==> src/rtl/fetch_pkg.sv <==
// rtl/fetch_pkg.sv - shared types and constants for the instruction fetch stage
package fetch_pkg;

  typedef enum logic [1:0] {
    REQ   = 2'd0,
    WAIT  = 2'd1,
    HOLD  = 2'd2,
    DRAIN = 2'd3
  } fetch_state_e;

  localparam logic [31:0] NOP_INSTR   = 32'h0000_0000;
  localparam logic [31:0] INSTR_BYTES = 32'd4;

endpackage

==> src/rtl/fetch_stage.sv <==
// rtl/fetch_stage.sv - PC owner issuing one imem request at a time, with a one-word
// hold buffer for downstream stalls and redirect flush/drain of stale responses
module fetch_stage
  import fetch_pkg::*;
#(
  parameter logic [31:0] RESET_PC = 32'h0000_0000
) (
  input  logic        clock,
  input  logic        reset,
  input  logic        stall,
  input  logic        redirect_valid,
  input  logic [31:0] redirect_pc,
  output logic        imem_req_valid,
  output logic [31:0] imem_req_addr,
  input  logic        imem_req_ready,
  input  logic        imem_resp_valid,
  input  logic [31:0] imem_resp_data,
  output logic        f_valid,
  output logic [31:0] f_instr,
  output logic [31:0] f_pc
);

  fetch_state_e state_q, state_d;
  logic [31:0]  pc_q, pc_d;
  logic         out_valid_q, out_valid_d;
  logic [31:0]  out_instr_q, out_instr_d;
  logic [31:0]  out_pc_q, out_pc_d;
  logic         hold_valid_q, hold_valid_d;
  logic [31:0]  hold_instr_q, hold_instr_d;
  logic [31:0]  hold_pc_q, hold_pc_d;
  logic         consumed;
  logic         req_outstanding;

  assign consumed = out_valid_q && !stall;

  // A request stays in flight past this edge if one is pending and its
  // response is not arriving now, or if REQ is being accepted right now.
  assign req_outstanding = ((state_q == WAIT)  && !imem_resp_valid) ||
                           ((state_q == REQ)   &&  imem_req_ready)  ||
                           ((state_q == DRAIN) && !imem_resp_valid);

  always_comb begin
    state_d      = state_q;
    pc_d         = pc_q;
    out_valid_d  = out_valid_q;
    out_instr_d  = out_instr_q;
    out_pc_d     = out_pc_q;
    hold_valid_d = hold_valid_q;
    hold_instr_d = hold_instr_q;
    hold_pc_d    = hold_pc_q;

    if (consumed) begin
      out_valid_d = 1'b0;
      out_instr_d = NOP_INSTR;
      out_pc_d    = '0;
    end

    if (redirect_valid) begin
      pc_d         = {redirect_pc[31:2], 2'b00};
      out_valid_d  = 1'b0;
      out_instr_d  = NOP_INSTR;
      out_pc_d     = '0;
      hold_valid_d = 1'b0;
      hold_instr_d = NOP_INSTR;
      hold_pc_d    = '0;
      state_d      = req_outstanding ? DRAIN : REQ;
    end else begin
      case (state_q)
        REQ: begin
          if (imem_req_ready) state_d = WAIT;
        end
        WAIT: begin
          if (imem_resp_valid) begin
            pc_d = pc_q + INSTR_BYTES;
            if (!out_valid_q || consumed) begin
              out_valid_d = 1'b1;
              out_instr_d = imem_resp_data;
              out_pc_d    = pc_q;
              state_d     = REQ;
            end else begin
              hold_valid_d = 1'b1;
              hold_instr_d = imem_resp_data;
              hold_pc_d    = pc_q;
              state_d      = HOLD;
            end
          end
        end
        HOLD: begin
          if (consumed && hold_valid_q) begin
            out_valid_d  = 1'b1;
            out_instr_d  = hold_instr_q;
            out_pc_d     = hold_pc_q;
            hold_valid_d = 1'b0;
            hold_instr_d = NOP_INSTR;
            hold_pc_d    = '0;
            state_d      = REQ;
          end
        end
        DRAIN: begin
          if (imem_resp_valid) state_d = REQ;
        end
        default: state_d = REQ;
      endcase
    end
  end

  always_ff @(posedge clock or posedge reset) begin
    if (reset) begin
      state_q      <= REQ;
      pc_q         <= {RESET_PC[31:2], 2'b00};
      out_valid_q  <= 1'b0;
      out_instr_q  <= NOP_INSTR;
      out_pc_q     <= '0;
      hold_valid_q <= 1'b0;
      hold_instr_q <= NOP_INSTR;
      hold_pc_q    <= '0;
    end else begin
      state_q      <= state_d;
      pc_q         <= pc_d;
      out_valid_q  <= out_valid_d;
      out_instr_q  <= out_instr_d;
      out_pc_q     <= out_pc_d;
      hold_valid_q <= hold_valid_d;
      hold_instr_q <= hold_instr_d;
      hold_pc_q    <= hold_pc_d;
    end
  end

  assign imem_req_valid = (state_q == REQ);
  assign imem_req_addr  = imem_req_valid ? pc_q : '0;

  assign f_valid = out_valid_q;
  assign f_instr = out_instr_q;
  assign f_pc    = out_pc_q;

endmodule

==> config.mk <==
export PLATFORM = sky130hd
export DESIGN_NAME = fetch_stage
export DESIGN_NICKNAME = d
export VERILOG_FILES = /design/src/rtl/fetch_pkg.sv /design/src/rtl/fetch_stage.sv
export SDC_FILE = /design/constraint.sdc
export NUM_CORES = 1
export LEC_CHECK = 0
export CAP_MARGIN = 30
export CORE_MARGIN = 2
export CORE_UTILIZATION = 40
export DETAILED_ROUTE_END_ITERATION = 10
export PLACE_DENSITY_LB_ADDON = 0.12
export SLEW_MARGIN = 20
export SYNTH_ARGS = -nofsm -noshare
export SYNTH_HDL_FRONTEND = slang
export SYNTH_SLANG_ARGS = --single-unit
==> constraint.sdc <==
create_clock -name clock -period 5.5 [get_ports clock]
set_input_delay 0.825 -clock clock [delete_from_list [all_inputs] [get_ports clock]]
set_output_delay 0.825 -clock clock [all_outputs]
set_load 0.005 [all_outputs]
==> results.yml <==
status:
  status: "completed"
clock_tree:
  clock_latency_ps: 420
  cts_num_sinks: 161
  hold_buffers: 0
  clk_pin_slew_ps: 60
  clock_path_buffers: 2
  cts_max_level: 4
  cts_tree: "built"
  cts-root-buf: "clkbuf_16"
  numCtsBuffers: 17
  cts_setup_buffers: 0
  cts_resized: 0
place:
  placed_area_mm2: 0.00984
  dp_slack_ps: 2080
  port_buffers: 163
  routabilityCongestion: 0.787
  hpwl_um: 15200
  dp.cells: 1152
sta:
  finalSetupTns_ps: 0
  worst_slack_ps: 2230
  worst_slew_pin_slew_ps: 976
  rsz0062_at_grt: "no"
  skew_ps: 11.1
  max_freq_mhz: 306
  setup_viol: 0
  slew_headroom_pct: 34.8
  report.final.slew_viol_count: 0
  period_needed_ps: 3270
  hold_viol: 0
  period_share_pct: 59.5
power:
  pwr-share-clk_pct: 36.0
  ir_worst_vdd_uv: 259
  p_leak_nw: 4.19
  total_switching_power_w: 0.00114
  power.share.sequential_pct: 36.6
  cellPowerDensity_mw_per_mm2: 346
  combPwrFrac_pct: 27.4
  switching_share_pct: 31.4
  p_int_w: 0.00250
detailed_routing:
  wl_per_cell_um: 20.6
  first_pass_iters: 5
  drc: 0
  ant_nets: 0
  drtIter0Drc: 514
  via_count: 7013
  drt-total-wl_um: 24500
  avgViaCountPerCell: 5.91
synthesis:
  yosysTopAreaCellShare_pct: 50.1
  async_flop_share_pct: 100
  ys_seq_area_share_pct: 50.1
  yosys-top-cells-area: "dfrtp_1 50%, o32a_1 7.7%, a22o_1 6.7%, a32oi_1 6.7%, nor2_1 3.9%"
  synth_top_cell_by_area: "dfrtp_1"
  yosys_warnings: 0
  synth_common_cells: "161 x dfrtp_1, 84 x nor2_1, 72 x clkbuf_1, 72 x inv_1"
  yosysMostFrequentCell: "dfrtp_1"
  netlist_area_mm2: 0.00805
  synth_area_per_cell_um2: 10.1
  synthDistinctLibCells: 56
  synthCells: 796
  synth_ff_type: "dfrtp_1"
  synth_edf_count: 0
  ys_ff_latch: 161
critical_path:
  end_kind: "output port"
  r2r_end: "hold_pc_q[13]$_DFFE_PP0P_"
  cp-start-kind: "register"
  rr_startpoint: "state_q[1]$_DFFE_PP0P_"
  worst-path-max-fanout: 19
  rr_worst_depth: 8
  worstPathArrival_ps: 2450
  worstPathRequired_ps: 4680
  rrSetupSlack_ps: 2750
  crit_type: "reg2out"
floorplan:
  rows: 51
  fp.dieH_um: 146
  core_area_mm2: 0.0196
  start_util_pct: 41.1
  dieArea_mm2: 0.0213
  boundaryPins: 168
  die_w_um: 146
hold_path:
  whs_path_depth: 1
  min_path_type: "reg2reg"
  hp-start: "hold_pc_q[1]$_DFFE_PP0P_"
  hold_end: "hold_pc_q[1]$_DFFE_PP0P_"
layout:
  postLayoutCoreUtil_pct: 53.7
  design_area_mm2: 0.0105
  num-fill-cells: 1812
  area_delta_synth_final_pct: 30.7
  final_cells: 1186
  layout.nets: 984
  layout-drive-gt1-share_pct: 7.38
  diodes: 0
grt:
  grtUsageTotal_pct: 22.9
  grt_pass1_wl_um: 39400
  grt_max_degree: 94
  antenna_found_initial: 0
  globalRouteOverflowTotal: 0
  grt_pass1_vias: 7311
run:
  cap_violations: 0
[through the flow]
step                      hold WS [ps]  total power, W
final                              489         0.00364
after global routing               521         0.00379
after CTS                          491         0.00364
after detailed placement           470         0.00234
after global placement             466         0.00231
after floorplan                    444         0.00190
[state kept, by name, indices dropped and copies added (netlist names)]
register / flops
f_instr: 32
f_pc: 32
f_valid: 1
hold_instr_q: 32
hold_pc_q: 31
hold_valid_q: 1
pc_q: 30
state_q: 2
[power by group through the flow]
| stage | Sequential, W | Combinational (W) | Clock (W) |
|---|---|---|---|
| 6_report | 0.00133 | 0.000995 | 0.00131 |
| 3_3_place_gp | 0.00135 | 0.000958 | 0 |
| 2_1_floorplan | 0.00132 | 0.000571 | 0 |
| 5_1_grt | 0.00134 | 0.00107 | 0.00138 |
| 4_1_cts | 0.00133 | 0.000987 | 0.00132 |
| 3_5_place_dp | 0.00135 | 0.000984 | 0 |
[critical path, stage by stage, from the launching register on]
cell and delay, ps:
dfrtp_1 410, inv_1 130, ha_1 430, buf_8 230
inv_1 130, nor2_1 170, clkdlybuf4s50_1 530
[final cells by class]
cell class | count | area [um2] | share of cell area, %
timing repair buffer | 178 | 1780 | 16.9
tap | 265 | 332 | 3.15
inverter | 73 | 282 | 2.68
sequential | 161 | 4030 | 38.3
clock inverter | 11 | 174 | 1.65
clock buffer | 21 | 480 | 4.57
multi-input combinational | 477 | 3440 | 32.7
[how the worst max path moves through the flow]
stage                                 startpoint                           end  slack (ps)  depth (start not counted)
after floorplan                            reset          f_instr[0]$_DFF_PP0_         330                          1
after global placement           imem_resp_valid     hold_pc_q[15]$_DFFE_PP0P_        2130                          6
final                     state_q[0]$_DFFE_PP0P_             imem_req_addr[15]        2230                          6
after global routing      state_q[1]$_DFFE_PP0P_             imem_req_addr[22]        2120                          6
after detailed placement                   stall  hold_instr_q[27]$_DFFE_PP0P_        2080                          5
after CTS                 state_q[0]$_DFFE_PP0P_             imem_req_addr[15]        1710                          5
[cells by family after synthesis]
logic type	count (synthesis)	synth area share, %
adders and majority gates	6	0.933
and+or+nand+nor	213	13.6
xor gates and xnor gates	11	1.20
AOI/OAI and AO/OA	241	25.9
muxes	4	0.513
DFF	161	50.1
other	1	0.0466
buffers and inverters	159	7.73
[cell usage in the layout (no fill, tap or decap), types with 5 or more instances in the layout]
master / synthesis / routed
clkdlybuf4s50_1: 0 / 162
dfrtp_1: 161 / 161
nor2_1: 84 / 84
inv_1: 72 / 71
a32oi_1: 62 / 62
o32a_1: 62 / 62
a22o_1: 62 / 62
and2_1: 28 / 27
nand2_1: 26 / 25
clkbuf_16: 0 / 17
nand4_1: 14 / 14
nand3_1: 14 / 14
o21ai_0: 12 / 12
buf_4: 2 / 12
or4_1: 11 / 11
a31oi_1: 11 / 11
o31ai_1: 10 / 10
and3_1: 6 / 6
xnor2_1: 6 / 6
ha_1: 6 / 6
xor2_1: 5 / 5
[per-layer routing]
layer  wire, um  part of all wire, %  global-route usage [%]
met5          0                    0                       0
met4        431                  1.8                    8.53
met3       1730                  7.1                    3.95
met2      11800                   48                    37.5
met1      10500                   43                    30.6
(Power assumes the default switching activity.)
